<file path="src/rtl/misrc_adc_packer.sv">
// misrc_adc_packer: packs dual 12-bit ADC samples plus GPIO bits into 32-bit
// words for a downstream async FIFO. It also provides a free-running test-pattern mode.
//
// Ports
//   adc_clk      sole clock, rising edge
//   rst          synchronous active-high reset
//   enable       capture enable (level)
//   mode         packing mode, latched only when arming from IDLE
//                0 dual, 1 ADC A only, 2 ADC B only, 3 test counter
//   clr_status   synchronous clear of overflow / drop_count
//   adc0_data    ADC A sample (12b)
//   adc1_data    ADC B sample (12b)
//   gpio_data    auxiliary bits (8b)
//   fifo_full    FIFO write-side full flag
//   fifo_wdata   word to FIFO, holds while fifo_winc=0
//   fifo_winc    FIFO write strobe
//   overflow     sticky: a word was dropped
//   drop_count   saturating count of dropped words
//   active       armed (state != IDLE)
module misrc_adc_packer #(
  parameter logic [31:0] TEST_INIT = 32'h0000_0000,
  parameter int unsigned DROP_W    = 16
) (
  input  logic              adc_clk,
  input  logic              rst,
  input  logic              enable,
  input  logic [1:0]        mode,
  input  logic              clr_status,
  input  logic [11:0]       adc0_data,
  input  logic [11:0]       adc1_data,
  input  logic [7:0]        gpio_data,
  input  logic              fifo_full,
  output logic [31:0]       fifo_wdata,
  output logic              fifo_winc,
  output logic              overflow,
  output logic [DROP_W-1:0] drop_count,
  output logic              active
);

  localparam int unsigned ADC_W  = 12;
  localparam int unsigned GPIO_W = 8;
  localparam int unsigned HALF_W = 16;
  localparam int unsigned WORD_W = 32;

  typedef enum logic [1:0] {
    IDLE = 2'd0,
    LO   = 2'd1,
    HI   = 2'd2
  } state_t;

  state_t              state;
  logic [1:0]          mode_q;
  logic [WORD_W-1:0]   test_cnt;

  // Stage S1: raw input capture plus the tags that say how S2 should use it.
  logic [ADC_W-1:0]    s1_adc0;
  logic [ADC_W-1:0]    s1_adc1;
  logic [GPIO_W-1:0]   s1_gpio;
  logic                s1_vld;
  logic                s1_hi;
  logic [1:0]          s1_mode;

  logic [HALF_W-1:0]   lo_half;

  logic [HALF_W-1:0]   half_c;
  logic [WORD_W-1:0]   word_c;
  logic                emit_c;
  logic                single_c;

  // Word formation for stage S2 from the S1 contents.
  always_comb begin
    half_c   = '0;
    word_c   = '0;
    emit_c   = 1'b0;
    single_c = (s1_mode == 2'd1) || (s1_mode == 2'd2);
    if (s1_mode == 2'd1) begin
      half_c = {s1_gpio[3:0], s1_adc0};
    end else begin
      half_c = {s1_gpio[7:4], s1_adc1};
    end
    case (s1_mode)
      2'd0: begin
        word_c = {s1_adc1, s1_gpio, s1_adc0};
        emit_c = s1_vld;
      end
      2'd3: begin
        word_c = test_cnt;
        emit_c = s1_vld;
      end
      default: begin
        word_c = {half_c, lo_half};
        emit_c = s1_vld && s1_hi;
      end
    endcase
  end

  // FSM, S1 capture, S2 output register and status counters.
  always_ff @(posedge adc_clk) begin
    if (rst) begin
      state      <= IDLE;
      mode_q     <= 2'd0;
      test_cnt   <= TEST_INIT;
      s1_adc0    <= '0;
      s1_adc1    <= '0;
      s1_gpio    <= '0;
      s1_vld     <= 1'b0;
      s1_hi      <= 1'b0;
      s1_mode    <= 2'd0;
      lo_half    <= '0;
      fifo_wdata <= '0;
      fifo_winc  <= 1'b0;
      overflow   <= 1'b0;
      drop_count <= '0;
      active     <= 1'b0;
    end else begin
      s1_adc0   <= adc0_data;
      s1_adc1   <= adc1_data;
      s1_gpio   <= gpio_data;
      s1_vld    <= 1'b0;
      s1_hi     <= 1'b0;
      fifo_winc <= 1'b0;

      // S2: every attempted test word advances the counter, written or not.
      if (s1_vld && (s1_mode == 2'd3)) begin
        test_cnt <= test_cnt + WORD_W'(1);
      end
      if (s1_vld && single_c && !s1_hi) begin
        lo_half <= half_c;
      end
      if (emit_c) begin
        if (!fifo_full) begin
          fifo_winc  <= 1'b1;
          fifo_wdata <= word_c;
        end else begin
          overflow <= 1'b1;
          if (drop_count != {DROP_W{1'b1}}) begin
            drop_count <= drop_count + DROP_W'(1);
          end
        end
      end
      // Clear takes priority over a same-cycle drop.
      if (clr_status) begin
        overflow   <= 1'b0;
        drop_count <= '0;
      end

      // The arming load of test_cnt sits after the S2 increment so it wins.
      case (state)
        IDLE: begin
          if (enable) begin
            state    <= LO;
            mode_q   <= mode;
            test_cnt <= TEST_INIT;
            active   <= 1'b1;
          end
        end
        LO, HI: begin
          if (!enable) begin
            // A pending low half is simply abandoned; next arm restarts at LO.
            state  <= IDLE;
            active <= 1'b0;
          end else begin
            s1_vld  <= 1'b1;
            s1_hi   <= (state == HI);
            s1_mode <= mode_q;
            if ((mode_q == 2'd1) || (mode_q == 2'd2)) begin
              state <= (state == LO) ? HI : LO;
            end else begin
              state <= LO;
            end
          end
        end
        default: begin
          state  <= IDLE;
          active <= 1'b0;
        end
      endcase
    end
  end

endmodule

</file>
<file path="config.mk">
export PLATFORM = sky130hd
export DESIGN_NAME = misrc_adc_packer
export DESIGN_NICKNAME = d
export VERILOG_FILES = /design/src/rtl/misrc_adc_packer.sv
export SDC_FILE = /design/constraint.sdc
export NUM_CORES = 1
export LEC_CHECK = 0
export ABC_AREA = 1
export BUFFER_PORTS_ARGS = -buffer_cell sky130_fd_sc_hd__buf_2
export CAP_MARGIN = 20
export CELL_PAD_IN_SITES_DETAIL_PLACEMENT = 0
export CELL_PAD_IN_SITES_GLOBAL_PLACEMENT = 2
export CORE_MARGIN = 5
export CORE_UTILIZATION = 30
export CTS_BUF_LIST = sky130_fd_sc_hd__clkbuf_8
export DETAILED_ROUTE_END_ITERATION = 8
export MAX_ROUTING_LAYER = met4
export PLACE_DENSITY_LB_ADDON = 0.08
export RECOVER_POWER = 100
export SETUP_SLACK_MARGIN = 0.5
export SLEW_MARGIN = 20
export SYNTH_ARGS = -nofsm -noshare
export SYNTH_HDL_FRONTEND = slang
export SYNTH_SLANG_ARGS = --single-unit
</file>
<file path="constraint.sdc">
create_clock -name adc_clk -period 1.8 [get_ports adc_clk]
set_clock_uncertainty 0.1 [all_clocks]
set_input_delay 0.36 -clock adc_clk [delete_from_list [all_inputs] [get_ports adc_clk]]
set_output_delay 0.36 -clock adc_clk [all_outputs]
set_load 0.005 [all_outputs]
</file>
==> flow_summary.toml, run 1 <==
[grt]
antenna_found_initial = 0
track_usage = 0.2038
grt_max_degree = 43
grt_pass1_wl_microns = 37990
overflow = 0
grt_pass1_vias = 6724

[synthesis]
synth_edf_count = 0
synth_cell_types = 32
synth-adder-area-share = 0.01717
synth_mux_area_frac = 0
postSynthAreaPerCell_sq_um = 6.770
ys_seq_area_frac = 0.4242
syn_area_sq_um = 6560
synthCells = 969
synth-xor-area-share = 0.01335
synth_simple_gate_area_frac = 0.2590
synth_top_family_by_area = "simple AND/OR/NAND/NOR gates"
synth_fp_nets = 1017
ys_seq_elements = 139
synth_ff_type = "dfxtp_1"
async_flop_share = 0
ys_warn_count = 0
synth_compound_area_frac = 0.1726

[placement]
port_buffers = 89
placed_area_sq_um = 7677
place.gp.congestion = 0.8589
dp_hpwl_microns = 17620

[worst_setup_path]
crit_type = "flip-flop to flip-flop"
worstPathArrival_ps = 1970
cpMaxStageDelayCell = "dfxtp_1"
end_kind = "flip-flop"
cp_num_buf_inv = 5
crit_required_ps = 2070
crit_path_cell_trace = "inv_2, ha_4, nand2_4, inv_4, nor2_4, buf_6, clkbuf_2, buf_16, o21ai_2, a21oi_1"
startpoint_type = "flip-flop"
critPathMaxFanout = 5
cp_top_family = "buffers and inverters"
slowest_delay_ps = 360

[clocking]
clk_path_buf_depth = 2
root_buffer = "clkbuf_8"
cts_buffers = 17
clkSinkCount = 139
clk_pin_slew_worst_paths_ps = 80
htree_levels = 4
cts_tree = "built"
clk_latency_ps = 450

[layout]
fin_area_sq_um = 9708
final_common_cell = "nand2_1"
diodes = 0
syn_to_final_growth_pct = 47.99
finalNetCount = 1236
drive_above_1_share = 0.2964
finish.utilization = 0.4476
final_cell_mix = "nand2_1, inv_1, dfxtp_1, nor2_1, a21oi_1"

[min_path]
hp-class = "primary input to flip-flop"

[sta]
hold_violations = 0
fin_crit_ps = 1705
setup_violations = 0
max_freq_mhz = 586.4
finalCritPeriodShare = 0.9474
slew_headroom = 0.3472
slew_viol_final = 0
rsz0062_at_grt = "yes"
tightest_slew_ps = 979.1
fin_setup_tns_ps = 0

[pwr]
powerDensity_nw_per_um2 = 710.2
p_leak_uw = 0.004102
ir_worst_vdd_mv = 0.4048

[routing]
drtAntennaViolNets = 0
viasPerCell = 4.702
vias = 6964
first_pass_iters = 5
routed_wl_microns = 24630
initialDrtViolationCount = 434
drt-wirelength-per-cell_microns = 16.63
drc = 0

[die]
die_w_microns = 157.9
fp-row-count = 54
io_pins = 90
die_area_sq_um = 24920
core_sq_um = 21690
initial_core_util = 0.3025
die-height_microns = 157.9

[run]
drv_cap = 0

[run_status]
status = "finished, final reports clean"
-- cell families after synthesis --
family / after synthesis
buf+inv: 191
flops: 139
xor+xnor: 10
compound gates: 211
fa+ha+maj: 9
simple gates: 409
-- what timing repair did --
action / 4_1_cts / 5_1_grt
gates resized for setup: 203 / 104
endpoints found under the hold margin: 19 / 0
setup endpoints to repair: 153 / 151
pin swaps: 37 / 28
setup buffers: 60 / 18
gates cloned: 5 / 1
hold buffers: 19 / 0
-- worst register-to-register path, stage by stage, from the launching register on --
cell	delay [ps]
dfxtp_1	360
inv_2	60
ha_4	160
nand2_4	60
inv_4	40
nor2_4	190
buf_6	160
clkbuf_2	190
buf_16	140
o21ai_2	50
a21oi_1	120
-- per-stage QoR --
step / setup WS (ps) / std cells / power (uW) / hold WS (ps)
2_1_floorplan: 203.6 / 969 / 3662 / 324.0
5_1_grt: 33.86 / 1481 / 7199 / 7.743
6_report: 94.60 / 1481 / 6895 / 26.98
3_3_place_gp: 43.79 / 1346 / 3974 / 332.8
3_5_place_dp: 8.278 / 1346 / 3967 / 336.6
4_1_cts: 156.0 / 1462 / 6928 / 2.364
-- state kept, by name, summed over array words and instances, names as in the netlist --
| signal | cells |
|---|---|
| fifo_winc | 1 |
| mode_q | 2 |
| overflow | 1 |
| state | 2 |
| s1_vld | 1 |
| s1_adc1 | 12 |
| s1_gpio | 8 |
| drop_count | 16 |
| test_cnt | 32 |
| fifo_wdata | 32 |
| s1_hi | 1 |
| s1_mode | 2 |
| lo_half | 16 |
| s1_adc0 | 12 |
| active | 1 |
-- cells in the mapped netlist (all sizes together) (2+ instances only) --
| master | instances | area share |
|---|---|---|
| a21oi | 93 | 0.071 |
| a22o | 3 | 0.0040 |
| and2 | 2 | 0.0019 |
| buf | 16 | 0.014 |
| clkbuf | 24 | 0.014 |
| dfxtp | 139 | 0.42 |
| ha | 9 | 0.017 |
| inv | 150 | 0.086 |
| nand2 | 219 | 0.13 |
| nand3 | 41 | 0.034 |
| nand4 | 14 | 0.013 |
| nor2 | 124 | 0.076 |
| nor3 | 6 | 0.0046 |
| o211ai | 16 | 0.018 |
| o21a | 4 | 0.0046 |
| o21ai | 86 | 0.066 |
| o22ai | 9 | 0.0086 |
| xnor2 | 3 | 0.0040 |
| xor2 | 7 | 0.0093 |
-- metal layers --
| layer | track usage | vias to the layer above | part of all wire |
|---|---|---|---|
| met5 | - | - | 0 |
| met1 | 0.2776 | 3281 | 0.48 |
| li1 | - | 3528 | - |
| met3 | 0.03116 | 24 | 0.035 |
| met2 | 0.3204 | 131 | 0.47 |
| met4 | 0.04711 | 0 | 0.013 |
-- final timing paths --
check | cells past startpoint | startpoint | endpoint | slack, ps
worst min-delay path | 3 | adc0_data[9] | s1_adc0[9] | 30
worst max-delay path | 10 | state[1] | test_cnt[9] | 90
worst max register to register | 10 | state[1] | test_cnt[9] | 90
worst min register to register | 2 | lo_half[5] | lo_half[5] | 350
-- power by group --
| group | internal (uW) | switching, uW | leakage (uW) |
|---|---|---|---|
| clock | 1450 | 1340 | 0.000211 |
| sequential | 3150 | 54.1 | 0.00114 |
| combinational | 381 | 510 | 0.00275 |
-- cell type report --
| type | instances | area [sq um] |
|---|---|---|
| timing repair buffer | 238 | 2012 |
| inverter | 151 | 593.1 |
| clock buffer | 19 | 261.5 |
| timing repair inverter | 2 | 15.01 |
| sequential | 139 | 2801 |
| clock inverter | 13 | 165.2 |
| multi-input combinational | 639 | 3510 |
| tap | 280 | 350.3 |
| fill | 2352 | 11980 |
Note: power is estimated with default switching activity, not from simulation.
==> run 2: changes to the inputs <==
--- a/config.mk
+++ b/config.mk
@@ -11,7 +11,7 @@
 export CELL_PAD_IN_SITES_DETAIL_PLACEMENT = 0
 export CELL_PAD_IN_SITES_GLOBAL_PLACEMENT = 2
 export CORE_MARGIN = 5
-export CORE_UTILIZATION = 30
+export CORE_UTILIZATION = 35
 export CTS_BUF_LIST = sky130_fd_sc_hd__clkbuf_8
 export DETAILED_ROUTE_END_ITERATION = 8
 export MAX_ROUTING_LAYER = met4
==> constraint.sdc (replaced) <==
create_clock -name adc_clk -period 2.1 [get_ports adc_clk]
set_clock_uncertainty 0.1 [all_clocks]
set_input_delay 0.42 -clock adc_clk [delete_from_list [all_inputs] [get_ports adc_clk]]
set_output_delay 0.42 -clock adc_clk [all_outputs]
set_load 0.005 [all_outputs]
==> flow_summary.toml, run 2 (synthesized netlist as in run 1, its figures left out) <==
[run_status]
status = "finished, final reports clean"

[grt]
use_met3 = 0.04257
grt_pass1_wl_microns = 33760
track_usage = 0.2041
grt_max_degree = 40
use_met1 = 0.2842
grt_pass1_vias = 6050
antenna_found_initial = 0
use_met2 = 0.3058
grt_busiest_layer = "met2"
overflow = 0

[worst_setup_path]
r2r-start = "s1_mode[1]"
critPathMaxFanout = 6
r2r_cells = 10
crit_required_ps = 2350
rrSetupSlack_ps = 250
crit_path_cell_trace = "inv_4, ha_1, nand2_4, nand3_4, buf_8, buf_6, a21oi_1, nand2_1, o211ai_1, inv_1"
startpoint_type = "flip-flop"
slowest_delay_ps = 380
worstPathArrival_ps = 2100
end_kind = "flip-flop"
cp_top_family = "flip-flops"
cpMaxStageDelayCell = "dfxtp_4"
r2r-end = "fifo_wdata[31]"
crit_type = "flip-flop to flip-flop"
cp_num_buf_inv = 4

[die]
core_sq_um = 18580
initial_core_util = 0.3531
io_pins = 90
die-height_microns = 146.9
die_w_microns = 146.9
fp-row-count = 50
die_area_sq_um = 21580

[layout]
diodes = 0
reg_top3 = "fifo_wdata (32), test_cnt (32)"
finalNetCount = 1135
fillCellCount = 2036
final_common_cell = "nand2_1"
syn_to_final_growth_pct = 26.59
fin_area_sq_um = 8304
final_cell_mix = "nand2_1, inv_1, dfxtp_1, nor2_1, a21oi_1"
drive_above_1_share = 0.1891
multi_input_area_sq_um = 3242
seqCellArea_sq_um = 2799

[routing]
drc = 0
first_pass_iters = 5
routed_wl_microns = 21890
initialDrtViolationCount = 490
drtAntennaViolNets = 0
vias = 6481
drt-wirelength-per-cell_microns = 16.41
viasPerCell = 4.858

[clocking]
root_buffer = "clkbuf_8"
clk_path_buf_depth = 2
clk_pin_slew_worst_paths_ps = 90
htree_levels = 4
clkSinkCount = 139
cts_tree = "built"
clk_latency_ps = 450
ctsHoldBuffers = 0
cts_buffers = 17

[placement]
dp_hpwl_microns = 15830
placed_area_sq_um = 7365
place.gp.congestion = 0.8519
post-place-ws_ps = 137.6
port_buffers = 89

[sta]
fin_crit_ps = 1852
finalCritPeriodShare = 0.8821
fin_ws_ps = 247.5
max_freq_mhz = 539.8
holdWs_ps = 59.35
rsz0062_at_grt = "yes"
setup_violations = 0
hold_violations = 0
tightest_slew_ps = 1152
fin_setup_tns_ps = 0
slew_viol_final = 0
slew_headroom = 0.2317

[pwr]
powerDensity_nw_per_um2 = 686.5
p_clk_frac = 0.405
power_switching_uw = 1583
p_int_uw = 4118
p_leak_uw = 0.003477
power_frac_seq = 0.482
power_uw = 5701
combPwrFrac = 0.114
ir_worst_vdd_mv = 0.4539
switching_share = 0.2777

[min_path]
min_to = "s1_adc0[8]"
hp-class = "primary input to flip-flop"
hold_depth = 3
min_from = "adc0_data[8]"

[run]
drv_cap = 0
-- run 2: cell type report --
cell class,count,share of cell area
inverter,151,0.07021
timing repair buffer,139,0.1178
multi-input combinational,639,0.3904
sequential,139,0.3370
clock buffer,20,0.03315
tap,234,0.03526
clock inverter,12,0.01612
-- run 2: worst max-delay path by stage --
stage | startpoint | endpoint | slack (ps) | depth (start not counted)
after floorplan | s1_mode[0] | fifo_wdata[16] | 500 | 10
after global placement | state[0] | test_cnt[14] | 160 | 8
after detailed placement | state[0] | test_cnt[14] | 140 | 8
after CTS | s1_mode[0] | fifo_wdata[22] | 440 | 9
after global routing | s1_mode[1] | fifo_wdata[24] | 190 | 10
final | s1_mode[1] | fifo_wdata[31] | 250 | 10
-- run 2: power groups by stage --
stage	combinational, uW	clock [uW]	sequential (uW)
6_report	648	2310	2750
5_1_grt	718	2500	2750
4_1_cts	637	2370	2750
3_5_place_dp	548	0	2810
3_3_place_gp	550	0	2800
2_1_floorplan	332	0	2800
-- run 2: repair_timing --
item | 4_1_cts | 5_1_grt
setup buffers | 14 | 9
gates cloned | 2 | 3
resized for setup | 77 | 78
pin swaps | 10 | 11
setup endpoints to repair | 102 | 99
-- run 2: per-stage QoR --
step             util  std cells
6_report       0.4469       1334
5_1_grt        0.4469       1334
4_1_cts        0.4366       1322
3_5_place_dp   0.3964       1274
3_3_place_gp   0.3964       1274
2_1_floorplan       -        969
-- run 2: layer usage --
layer | part of all wire | wire length [microns]
met2 | 0.45 | 9889
met3 | 0.047 | 1036
met5 | 0 | 0
met4 | 0.0090 | 198
met1 | 0.49 | 10760
-- run 2: tightest hold or removal path: stages --
cell	delay (ps)
buf_2	70
inv_1	30
nor2_1	60
